===== src/rtl/issue_scoreboard.sv =====
// N-lane in-order issue gate for the ID stage.
// A per-register load countdown holds dependents; a halt FSM drains the pipe.
module issue_scoreboard #(
    parameter int NUM_LANES = 2,
    parameter int NUM_REGS  = 32,
    parameter int REG_W     = 5,
    parameter int LOAD_LAT  = 1,
    parameter int MEM_PORTS = 1,
    parameter int CNT_W     = 3,
    localparam int IC_W     = $clog2(NUM_LANES + 1)
) (
    input  logic                       clk,
    input  logic                       rst,
    input  logic [NUM_LANES-1:0]       id_valid,
    input  logic [NUM_LANES*REG_W-1:0] id_rs,
    input  logic [NUM_LANES*REG_W-1:0] id_rt,
    input  logic [NUM_LANES-1:0]       id_rt_used,
    input  logic [NUM_LANES-1:0]       id_we,
    input  logic [NUM_LANES*REG_W-1:0] id_wr_reg,
    input  logic [NUM_LANES-1:0]       id_is_load,
    input  logic [NUM_LANES-1:0]       id_is_mem,
    input  logic                       flush,
    input  logic                       halt_req,
    output logic [NUM_LANES-1:0]       id_issue,
    output logic [IC_W-1:0]            issue_cnt,
    output logic                       fetch_en,
    output logic                       halted,
    output logic [15:0]                stall_cycles
);

    typedef enum logic [1:0] {
        RUN,
        DRAIN,
        HALTED
    } state_t;

    state_t state_q, state_d;

    logic [CNT_W-1:0]    cnt_q [NUM_REGS];
    logic [CNT_W-1:0]    cnt_d [NUM_REGS];
    logic [NUM_REGS-1:0] busy;
    logic [15:0]         stall_q;
    logic                stall_inc;

    always_comb begin
        for (int r = 0; r < NUM_REGS; r++) begin
            busy[r] = (cnt_q[r] != '0);
        end
    end

    // Issue is a prefix of ready lanes; memory ports are consumed in lane order.
    always_comb begin
        logic             chain;
        logic             blk;
        logic [REG_W-1:0] rs, rt, wj;
        int               mem_used;
        id_issue = '0;
        chain    = ~rst & ~flush & (state_q == RUN);
        mem_used = 0;
        for (int i = 0; i < NUM_LANES; i++) begin
            rs  = id_rs[i*REG_W +: REG_W];
            rt  = id_rt[i*REG_W +: REG_W];
            blk = ~id_valid[i];
            if (rs != '0 && busy[rs]) blk = 1'b1;
            if (id_rt_used[i] && rt != '0 && busy[rt]) blk = 1'b1;
            for (int j = 0; j < NUM_LANES; j++) begin
                wj = id_wr_reg[j*REG_W +: REG_W];
                if (j < i && id_we[j]) begin
                    if (rs != '0 && wj == rs) blk = 1'b1;
                    if (id_rt_used[i] && rt != '0 && wj == rt) blk = 1'b1;
                end
            end
            if (id_is_mem[i] && mem_used >= MEM_PORTS) blk = 1'b1;
            chain       = chain & ~blk;
            id_issue[i] = chain;
            if (chain && id_is_mem[i]) mem_used = mem_used + 1;
        end
    end

    always_comb begin
        issue_cnt = '0;
        for (int i = 0; i < NUM_LANES; i++) begin
            issue_cnt = issue_cnt + IC_W'(id_issue[i]);
        end
    end

    assign fetch_en  = ~rst & (id_issue == id_valid) & ~flush
                     & (state_q == RUN);
    assign halted    = (state_q == HALTED);
    assign stall_inc = (state_q == RUN) & ~flush
                     & ((id_valid & ~id_issue) != '0);
    assign stall_cycles = stall_q;

    // Loop order makes the youngest issuing writer win on same-bundle WAW.
    always_comb begin
        logic [REG_W-1:0] wr;
        for (int r = 0; r < NUM_REGS; r++) begin
            cnt_d[r] = (flush || !busy[r]) ? '0 : cnt_q[r] - 1'b1;
        end
        for (int i = 0; i < NUM_LANES; i++) begin
            wr = id_wr_reg[i*REG_W +: REG_W];
            if (id_issue[i] && id_we[i] && wr != '0) begin
                cnt_d[wr] = id_is_load[i] ? CNT_W'(LOAD_LAT) : '0;
            end
        end
    end

    always_comb begin
        state_d = state_q;
        unique case (state_q)
            RUN:     if (halt_req) state_d = DRAIN;
            DRAIN:   if (busy == '0) state_d = HALTED;
            HALTED:  state_d = HALTED;
            default: state_d = RUN;
        endcase
    end

    always_ff @(posedge clk) begin
        if (rst) begin
            for (int r = 0; r < NUM_REGS; r++) begin
                cnt_q[r] <= '0;
            end
            state_q <= RUN;
            stall_q <= '0;
        end else begin
            cnt_q   <= cnt_d;
            state_q <= state_d;
            if (stall_inc && stall_q != 16'hFFFF) begin
                stall_q <= stall_q + 16'd1;
            end
        end
    end

endmodule


===== config.mk =====
export PLATFORM = sky130hd
export DESIGN_NAME = issue_scoreboard
export DESIGN_NICKNAME = d
export VERILOG_FILES = /design/src/rtl/issue_scoreboard.sv
export SDC_FILE = /design/constraint.sdc
export NUM_CORES = 1
export LEC_CHECK = 0
export BUFFER_PORTS_ARGS = -buffer_cell sky130_fd_sc_hd__buf_2
export CORE_MARGIN = 1
export CORE_UTILIZATION = 35
export CTS_BUF_LIST = sky130_fd_sc_hd__clkbuf_16
export DETAILED_ROUTE_END_ITERATION = 12
export SLEW_MARGIN = 0
export SYNTH_ARGS = -nofsm -noshare
export SYNTH_HDL_FRONTEND = slang
export SYNTH_SLANG_ARGS = --single-unit

===== constraint.sdc =====
create_clock -name clk -period 5.2 [get_ports clk]
set_input_delay 1.04 -clock clk [delete_from_list [all_inputs] [get_ports clk]]
set_output_delay 1.04 -clock clk [all_outputs]
set_load 0.02 [all_outputs]

# After elaboration in Yosys (flattened, before gate mapping)
# Cells that the tools add are included.
# classes
n_addsub,34
order_cmp,9
eq_ne,8
muxes,62
n_bitwise,19
n_reduce_logical,123
# op_table
op,count
bitwise mux 96 bit,2
2-to-1 mux 96 bit,2
2-to-1 mux 3 bit,34
nonzero test 3 bit,32
subtractor 3 x 1 -> 3 bit (second input constant),32
>= comparator 32 x 2 -> 1 bit (second input constant),1
zero test 1 bit,32
zero test 32 bit,1
logical OR 1 bit,32
demux 3 bit (select 5 bit),2
nonzero test 5 bit,6
< comparator 5 x 6 -> 1 bit (second input constant),4
binary-select mux 1 bit (select 5 bit),4
logical AND 1 bit,17
adder 16 x 1 -> 16 bit (second input constant),1
!= test 16 bit (second input constant),1
2-to-1 mux 1 bit,15
>= comparator 6 bit (second input constant),2
< comparator 6 x 1 -> 1 bit (second input constant),2
NOT 5 -> 6 bit,2
equality test 5 bit,2
bitwise AND 1 bit,9
NOT 1 bit,6
one-hot mux 2 bit (3 select lines),1
11 further kinds,13
# totals
register_bits,114
inputBits,44
out_inout_bits,22
elab_cells,289

# Longest topological paths before layout
# Gate-level depths: netlist (run 1).
# depth
depth_word,20
mapped_depth,21
mapped_depth_nobuf,19

# Least setup slack after synthesis (run 1)
# OpenSTA, ideal clock, no wires.
# synth_path
path_type,input port to output port
start,in id_rs[6]
end,out fetch_en
arrival_time_ns,3.877
required_time_ns,4.160
path_slack_ns,0.283
stages,13
n_path_buf,3
cell_sequence,buf_4 > inv_2 > mux4_2 > nand2b_1 > a31oi_1 > a2111o_2 > nor4_2 > buf_4 > buf_2 > nand2_1 > ha_1 > nand2_1 > nor3_1
# synth_between
elab_chain_cells,15
elab_cells_between_ends,18
classes_between,2 x eq/ne; 8 x mux; 5 x bitwise; 3 x reduce/logical
# synth_rtl
element,line,text
start: declaration,15,"input logic [NUM_LANES*REG_W-1:0] id_rs,"
binary-select mux 1 bit (select 5 bit),64,if (rs != '0 && busy[rs]) blk = 1'b1;
2-to-1 mux 1 bit (implied by the code),64,
logical AND 1 bit,64,
2-to-1 mux 1 bit,64,
2-to-1 mux 1 bit,65,if (id_rt_used[i] && rt != '0 && busy[rt]) blk = 1'b1;
2-to-1 mux 1 bit,69,if (rs != '0 && wj == rs) blk = 1'b1;
2-to-1 mux 1 bit,70,if (id_rt_used[i] && rt != '0 && wj == rt) blk = 1'b1;
2-to-1 mux 1 bit (*),68,if (j < i && id_we[j]) begin
2-to-1 mux 1 bit (*),73,if (id_is_mem[i] && mem_used >= MEM_PORTS) blk = 1'b1;
NOT 1 bit (*),74,chain = chain & ~blk;
bitwise AND 1 bit (*),74,
equality test 2 bit (*),87,assign fetch_en = ~rst & (id_issue == id_valid) & ~flush
bitwise AND 1 bit (*) (2 in series),87,
bitwise AND 1 bit (*),88,& (state_q == RUN);
end: declaration,26,"output logic fetch_en,"
# Every way passes the cells marked *; elsewhere a longest branch is shown, timed or not. The select of a mux whose other input is x is not followed.

# Worst setup path after layout (run 1)
# layout_path
start,reg cnt_q[21] (netlist bit)
end,out fetch_en
# layout_between
elab_chain_cells,19
elab_cells_between_ends,33
classes_between,1 x order compare; 1 x eq/ne; 17 x mux; 7 x bitwise; 7 x reduce/logical
# layout_rtl
element,line,text
start: declaration,39,logic [CNT_W-1:0] cnt_q [NUM_REGS];
start signal: assignment,126,cnt_q <= cnt_d;
nonzero test 3 bit (*),47,busy[r] = (cnt_q[r] != '0);
binary-select mux 1 bit (select 5 bit),64,
2-to-1 mux 1 bit (implied by the code),64,
logical AND 1 bit,64,
2-to-1 mux 1 bit,64,
2-to-1 mux 1 bit,65,
NOT 1 bit,74,
bitwise AND 1 bit,74,
(+2 left out),n/a,
>= comparator 32 x 2 -> 1 bit,73,
logical AND 1 bit,73,
2-to-1 mux 1 bit,73,
NOT 1 bit,74,
bitwise AND 1 bit,74,
equality test 2 bit (*),87,
bitwise AND 1 bit (*) (2 in series),87,
bitwise AND 1 bit (*),88,
# Marks and branches as above.

==> flow_metrics.env, run 1 <==
export IMPL_fin_hold_ws_ns=0.4254
export IMPL_routed_wl_um=29260
export IMPL_setup_viol=0
export IMPL_fin_crit_sh_pct=93.25
export IMPL_powerDensity_mw_per_mm2=242.8
export IMPL_syn_nets=1175
export IMPL_critPathTopFamily="simple AND/OR/NAND/NOR gates"
export IMPL_cts_root_buf="clkbuf_16"
export IMPL_critPathSlowestCell="nor2b_1"
export IMPL_netlist_area_sq_mm=0.008846
export IMPL_stdcell_count=1437
export IMPL_path_buf_inv=2
export IMPL_grt_pass1_vias=8048
export IMPL_grt_start_max_net_pins=51
export IMPL_synth_area_per_cell_sq_um=8.345
export IMPL_drt_iter0_drc=740
export IMPL_clk_latency_ns=0.43
export IMPL_rsz0062_at_grt="no"
export IMPL_drc_errors=0
export IMPL_cts_sinks=114
export IMPL_grt_use_total_pct=23.04
export IMPL_critPathKind="register to primary output"
export IMPL_crit_fanout=7
export IMPL_fin_skew_ns=0.008378
export IMPL_vias=8397
export IMPL_tightest_slew_ns=1.163
export IMPL_crit_path_end_kind="primary output"
export IMPL_arrival_ns=3.81
export IMPL_outcome="complete, no violations"
export IMPL_die_w_um=161.0
export IMPL_ys_ff_latch=114
export IMPL_design_core_area_sq_mm=0.02453
export IMPL_path_cells="inv_1, ha_1, nor2b_1, mux4_2, a31o_2, a311oi_1, a2111o_2, nor4_4, nand2_1, ha_1, nand2_1, nor3_1, buf_2"
export IMPL_ant_nets=0
export IMPL_overflow=0
export IMPL_seq_area_frac_synth_pct=25.80
export IMPL_placed_cells=1404
export IMPL_std_cell_rows=57
export IMPL_synth_edff_count=0
export IMPL_antenna_found_initial=1
export IMPL_hold_viol=0
export IMPL_ys_types=70
export IMPL_fin_crit_ns=4.849
export IMPL_syn_to_final_growth_pct=13.99
export IMPL_die_y_um=161.0
export IMPL_fill_cells=2532
export IMPL_ys_dominant_reg_cell="dfxtp_1"
export IMPL_slew_violations=0
export IMPL_start_kind="register"
export IMPL_cpPeakStageDelay_ns=0.68
export IMPL_port_buffers=65
export IMPL_pin_count=66
export IMPL_gp_congestion=1.021
export IMPL_htreeDepth=4
export IMPL_via_per_inst=5.843
export IMPL_vdd_drop_max_uv=169.5
export IMPL_nNetsFinal=1214
export IMPL_cp_required_ns=4.16
export IMPL_start_util_pct=36.06
export IMPL_yosysWarningCount=0
export IMPL_dp_hpwl_um=21630
export IMPL_cts_tree="done"
export IMPL_drv_cap=0
export IMPL_grt_pass1_wl_um=45550
export IMPL_firstDrtPassIters=5
export IMPL_synthCells=1060
export IMPL_drive_gt1_share_pct=17.00
export IMPL_async_flop_share_pct=0
export IMPL_drt_wirelength_per_cell_um=20.36
export IMPL_dieArea_sq_mm=0.02591
export IMPL_p_leak_nw=3.823
export IMPL_fmax_ghz=0.2062
export IMPL_hp_class="register to register"
export IMPL_fin_setup_tns_ns=0
export IMPL_cts_made_buffers=17
export IMPL_postCtsHoldBufs=0
export IMPL_clk_pin_slew_ns=0.06
export IMPL_slew_headroom_pct=21.88
export IMPL_cts_buffer_depth=2
sequential cells by signal (all words and copies together) (netlist names):
name,flops
state_q,2
cnt_q,96
stall_cycles,16
repair_timing:
| action | in CTS | in global routing |
|---|---|---|
| setup endpoints to repair | 0 | 1 |
| gates resized for setup | 0 | 1 |
| setup buffers | 0 | 0 |
final timing paths:
| check | end | cells after the start | start | slack (ns) |
|---|---|---|---|---|
| worst max-delay path | fetch_en | 13 | cnt_q[21] | 0.35 |
| worst min register to register | cnt_q[93] | 1 | cnt_q[93] | 0.43 |
| worst min-delay path | cnt_q[93] | 1 | cnt_q[93] | 0.43 |
| worst max register to register | stall_cycles[15] | 19 | cnt_q[90] | 0.71 |
cells in the mapped netlist, drive strengths merged (6+ instances only):
master,number,area [sq um]
o22ai,6,37.54
nand3,44,220.2
inv,85,319.1
a31oi,25,156.4
nor3b,6,45.04
nand4,25,156.4
o2111ai,13,113.9
o21ai,8,40.04
xnor2,19,166.4
or4,10,78.82
nand2b,31,224.0
clkbuf,50,187.7
mux2i,24,240.2
xor2,31,271.5
ha,71,888.4
nor2b,37,231.5
nor4,21,182.7
nand2,64,240.2
nand3b,6,45.04
and2,8,50.05
a311oi,14,122.6
and3,24,150.1
buf,24,141.4
a2111oi,18,157.7
mux4,18,405.4
a211oi,27,202.7
a31o,9,78.83
nor3,64,320.3
a21oi,24,123.9
nor2,62,232.7
dfxtp,114,2282
o21a,10,75.07
mux2,16,180.2
and4,8,70.07
per-layer routing:
| metal | share of wire [%] | GRT usage, % | up-vias |
|---|---|---|---|
| met5 | 0 | 0 | - |
| li1 | - | - | 3954 |
| met4 | 3.8 | 10.25 | 0 |
| met1 | 43 | 30.69 | 3957 |
| met3 | 10 | 5.804 | 78 |
| met2 | 43 | 35.03 | 408 |
cells in the final DEF, fill, tap and decap left out, drive strengths merged, types with 24 or more instances in the layout:
| cell type | n |
|---|---|
| nand2b | 31 |
| nor2b | 37 |
| ha | 71 |
| nand3 | 44 |
| inv | 92 |
| a31oi | 25 |
| dfxtp | 114 |
| nand2 | 64 |
| a211oi | 27 |
| xor2 | 31 |
| nor3 | 64 |
| and3 | 24 |
| a21oi | 24 |
| buf | 94 |
| nor2 | 62 |
| mux2i | 24 |
| nand4 | 25 |
cell type report:
type,instances,area (sq um),share of cell area (%)
multi-input cells,786,5931,58.82
clock inverters,15,171.4,1.700
inverters,86,322.8,3.201
clock buffers,17,425.4,4.219
flip-flops and latches,114,2282,22.63
well taps,324,405.4,4.020
diodes,1,2.502,0.02482
repair buffers,94,543.0,5.385
metrics by stage:
stage	util [%]	area [sq um]	worst slack [ns]	total power, mW
6_report	41.10	10080	0.3508	2.448
5_1_grt	41.09	10080	0.1506	2.528
4_1_cts	41.08	10080	0.3061	2.460
3_5_place_dp	38.65	9482	0.4508	1.243
3_3_place_gp	38.65	9482	0.4452	1.239
2_1_floorplan	-	8846	0.2826	1.133
power breakdown:
part           internal, mW  total [mW]  switching [mW]  leakage [nW]
Sequential            0.884       0.893         0.00909         0.918
Clock                 0.719        1.22           0.499         0.292
Combinational         0.109       0.336           0.227          2.61
Total                  1.71        2.45           0.735          3.82
cells by family after synthesis:
family / Yosys count / share of synthesized area, %
AO/OA/AOI/OAI: 183 / 15.83
XOR/XNOR: 50 / 4.950
adder cells (fa/ha/maj): 71 / 10.04
buffers and inverters: 160 / 7.369
flip-flops: 114 / 25.80
multiplexers: 58 / 9.335
AND/OR/NAND/NOR: 424 / 26.68
(Power assumes the default switching activity.)
==> run 2: changes to the inputs <==
- ABC_AREA: unset -> 1
- CELL_PAD_IN_SITES_DETAIL_PLACEMENT: unset -> 1
- CELL_PAD_IN_SITES_GLOBAL_PLACEMENT: unset -> 2
- CORE_UTILIZATION: 35 -> 33
- CTS_CLUSTER_SIZE: unset -> 16
- PLACE_DENSITY_LB_ADDON: unset -> 0.1
==> flow_metrics.env, run 2 <==
export IMPL_p_sw_share_pct=30.13
export IMPL_htreeDepth=4
export IMPL_drc_errors=0
export IMPL_syn_nets=1657
export IMPL_postCtsHoldBufs=0
export IMPL_async_flop_share_pct=0
export IMPL_fin_setup_tns_ns=0
export IMPL_fin_skew_ns=0.01554
export IMPL_firstDrtPassIters=7
export IMPL_overflow=0
export IMPL_synthCells=1542
export IMPL_slew_violations=0
export IMPL_fin_hold_ws_ns=0.4197
export IMPL_crit_fanout=11
export IMPL_combPwrFrac_pct=13.0
export IMPL_netlist_area_sq_mm=0.009280
export IMPL_grt_use_total_pct=25.70
export IMPL_p_switching_mw=0.7516
export IMPL_gp_congestion=0.8926
export IMPL_vdd_drop_max_uv=150.2
export IMPL_dpl_worst_slack_ns=0.8093
export IMPL_hp_start="cnt_q[93]"
export IMPL_drv_cap=0
export IMPL_slew_headroom_pct=33.69
export IMPL_clk_pin_slew_ns=0.06
export IMPL_yosysMostFrequentCell="nand2_1"
export IMPL_via_per_inst=4.936
export IMPL_ys_dominant_reg_cell="dfxtp_1"
export IMPL_vias=9768
export IMPL_start_util_pct=33.50
export IMPL_synth_edff_count=0
export IMPL_seq_area_frac_synth_pct=24.59
export IMPL_std_cell_rows=61
export IMPL_die_y_um=169.7
export IMPL_drt_iter0_drc=503
export IMPL_grt_pass1_wl_um=55970
export IMPL_crit_path_end_kind="primary output"
export IMPL_yosysWarningCount=0
export IMPL_synth_top_cell_area_share_pct=24.59
export IMPL_cts_tree="done"
export IMPL_synth_top_family_by_area="simple AND/OR/NAND/NOR gates"
export IMPL_hp_class="register to register"
export IMPL_r2r_start="cnt_q[45]"
export IMPL_dp_hpwl_um=26650
export IMPL_fin_crit_sh_pct=84.87
export IMPL_finalWorstSetupSlack_ns=0.7870
export IMPL_clk_latency_ns=0.43
export IMPL_intPower_mw=1.743
export IMPL_hold_viol=0
export IMPL_total_power_mw=2.495
export IMPL_final_common_cell="nand2_1"
export IMPL_synth_area_leaders="dfxtp_1 25%, nand2_1 16%, nor2_1 11%"
export IMPL_pwr_share_clk_pct=51.1
export IMPL_grt_start_max_net_pins=35
export IMPL_yosys_area_top_type="dfxtp_1"
export IMPL_dieArea_sq_mm=0.02880
export IMPL_post_cts_buffers=0
export IMPL_critPathLaunch="id_rs[5]"
export IMPL_start_kind="input port"
export IMPL_ys_types=34
export IMPL_stdcell_count=1979
export IMPL_syn_to_final_growth_pct=13.77
export IMPL_powerDensity_mw_per_mm2=236.3
export IMPL_cts_sinks=114
export IMPL_cts_buffer_depth=2
export IMPL_largest_register_ffs=96
export IMPL_placed_cells=1947
export IMPL_ant_nets=0
export IMPL_cts_root_buf="clkbuf_16"
export IMPL_r2r_cells=17
export IMPL_p_leak_nw=4.594
export IMPL_synthMuxAreaShare_pct=0
export IMPL_drive_gt1_share_pct=9.182
export IMPL_fmax_ghz=0.2266
export IMPL_nNetsFinal=1703
export IMPL_synth_xor_xnor_area_share_pct=3.681
export IMPL_rrSetupSlack_ns=1.48
export IMPL_synthAdderAreaFrac_pct=9.573
export IMPL_drt_wirelength_per_cell_um=18.14
export IMPL_diodes=0
export IMPL_critPathKind="input port to primary output"
export IMPL_mostFrequentLayoutCells="393 x nand2_1, 273 x nor2_1, 215 x inv_1, 139 x nand3_1, 114 x dfxtp_1"
export IMPL_seqPwrFrac_pct=35.9
export IMPL_design_core_area_sq_mm=0.02771
export IMPL_hold_depth=1
export IMPL_cts_made_buffers=17
export IMPL_die_w_um=169.7
export IMPL_outcome="complete, no violations"
export IMPL_ys_ff_latch=114
export IMPL_antenna_found_initial=0
export IMPL_cp_required_ns=4.16
export IMPL_setup_viol=0
export IMPL_synth_area_per_cell_sq_um=6.018
export IMPL_synth_simple_area_share_pct=44.79
export IMPL_routed_wl_um=35910
export IMPL_fin_crit_ns=4.413
export IMPL_pin_count=66
export IMPL_grt_pass1_vias=9815
export IMPL_synth_common_cells="393 x nand2_1, 275 x nor2_1, 215 x inv_1"
export IMPL_post_cts_resized=0
export IMPL_largest_register="cnt_q"
export IMPL_port_buffers=65
export IMPL_synth_compound_area_share_pct=5.676
export IMPL_tightest_slew_ns=0.9885
export IMPL_rsz0062_at_grt="no"
export IMPL_arrival_ns=3.37
[run 2: changes by cell type in the layout (fill, tap and decap cells not counted), sizes merged, moves of 20 or more]
| cell | previous run | this run |
|---|---|---|
| nor3 | 64 | 31 |
| nor2 | 62 | 300 |
| nand2b | 31 | 0 |
| o21ai | 8 | 57 |
| nand3 | 44 | 139 |
| inv | 92 | 232 |
| a211oi | 27 | 0 |
| a31oi | 25 | 1 |
| and3 | 24 | 0 |
| nand3b | 6 | 26 |
| mux2i | 24 | 0 |
| nand2 | 64 | 395 |
| nor2b | 37 | 0 |
[run 2: layout make-up]
class / instances / area [sq um]
inverters: 228 / 855.8
clock buffers: 17 / 425.4
well taps: 378 / 473.0
clock inverters: 15 / 195.2
multi-input cells: 1151 / 5918
fillers: 3734 / 17150
repair buffers: 76 / 407.9
flip-flops and latches: 114 / 2282
[run 2: per-stage QoR]
stage	util (%)	instance area, sq um
final	38.11	10560
after global routing	38.11	10560
after CTS	38.11	10560
after detailed placement	35.87	9937
after global placement	35.87	9937
after floorplan	-	9280
[run 2: logic make-up (layout without fill, tap and decap cells)]
kind of cell	after synthesis	in the layout
compound gates	101	101
xor+xnor	39	39
fa+ha+maj	71	71
buf+inv	277	336
flops	114	114
simple gates	940	940
[run 2: worst max-delay path, cell delays in order]
cell and delay [ns]:
buf_2 0.23, clkinv_1 0.36, nor2_4 0.27, nand2_1 0.09, nand2_1 0.07, nor2_1 0.04, nand2_1 0.05, nand3_1 0.07
nand3_1 0.09, nand2_1 0.05, nand2_1 0.08, nand3_1 0.15, nor3_4 0.15, inv_1 0.06, ha_1 0.26, nand2_1 0.04
nor2_1 0.10, buf_2 0.17
[run 2: final timing paths]
kind                     to
setup / recovery   fetch_en
hold / removal    cnt_q[93]
setup reg to reg  cnt_q[14]
hold reg to reg   cnt_q[93]
[run 2: power by group through the flow]
stage | Combinational (mW) | Sequential (mW) | Clock (mW)
2_1_floorplan | 0.201 | 0.918 | 0
3_3_place_gp | 0.320 | 0.915 | 0
3_5_place_dp | 0.323 | 0.915 | 0
4_1_cts | 0.325 | 0.896 | 1.31
5_1_grt | 0.363 | 0.897 | 1.34
6_report | 0.324 | 0.895 | 1.28
[run 2: layer usage]
metal	wire length, um	up-vias	share of wire (%)	track usage [%]
met4	686	0	1.9	6.737
met5	0	-	0	0
met2	16330	171	45	42.27
met3	1320	36	3.7	3.545
met1	17570	4646	49	35.00
li1	-	4915	-	-
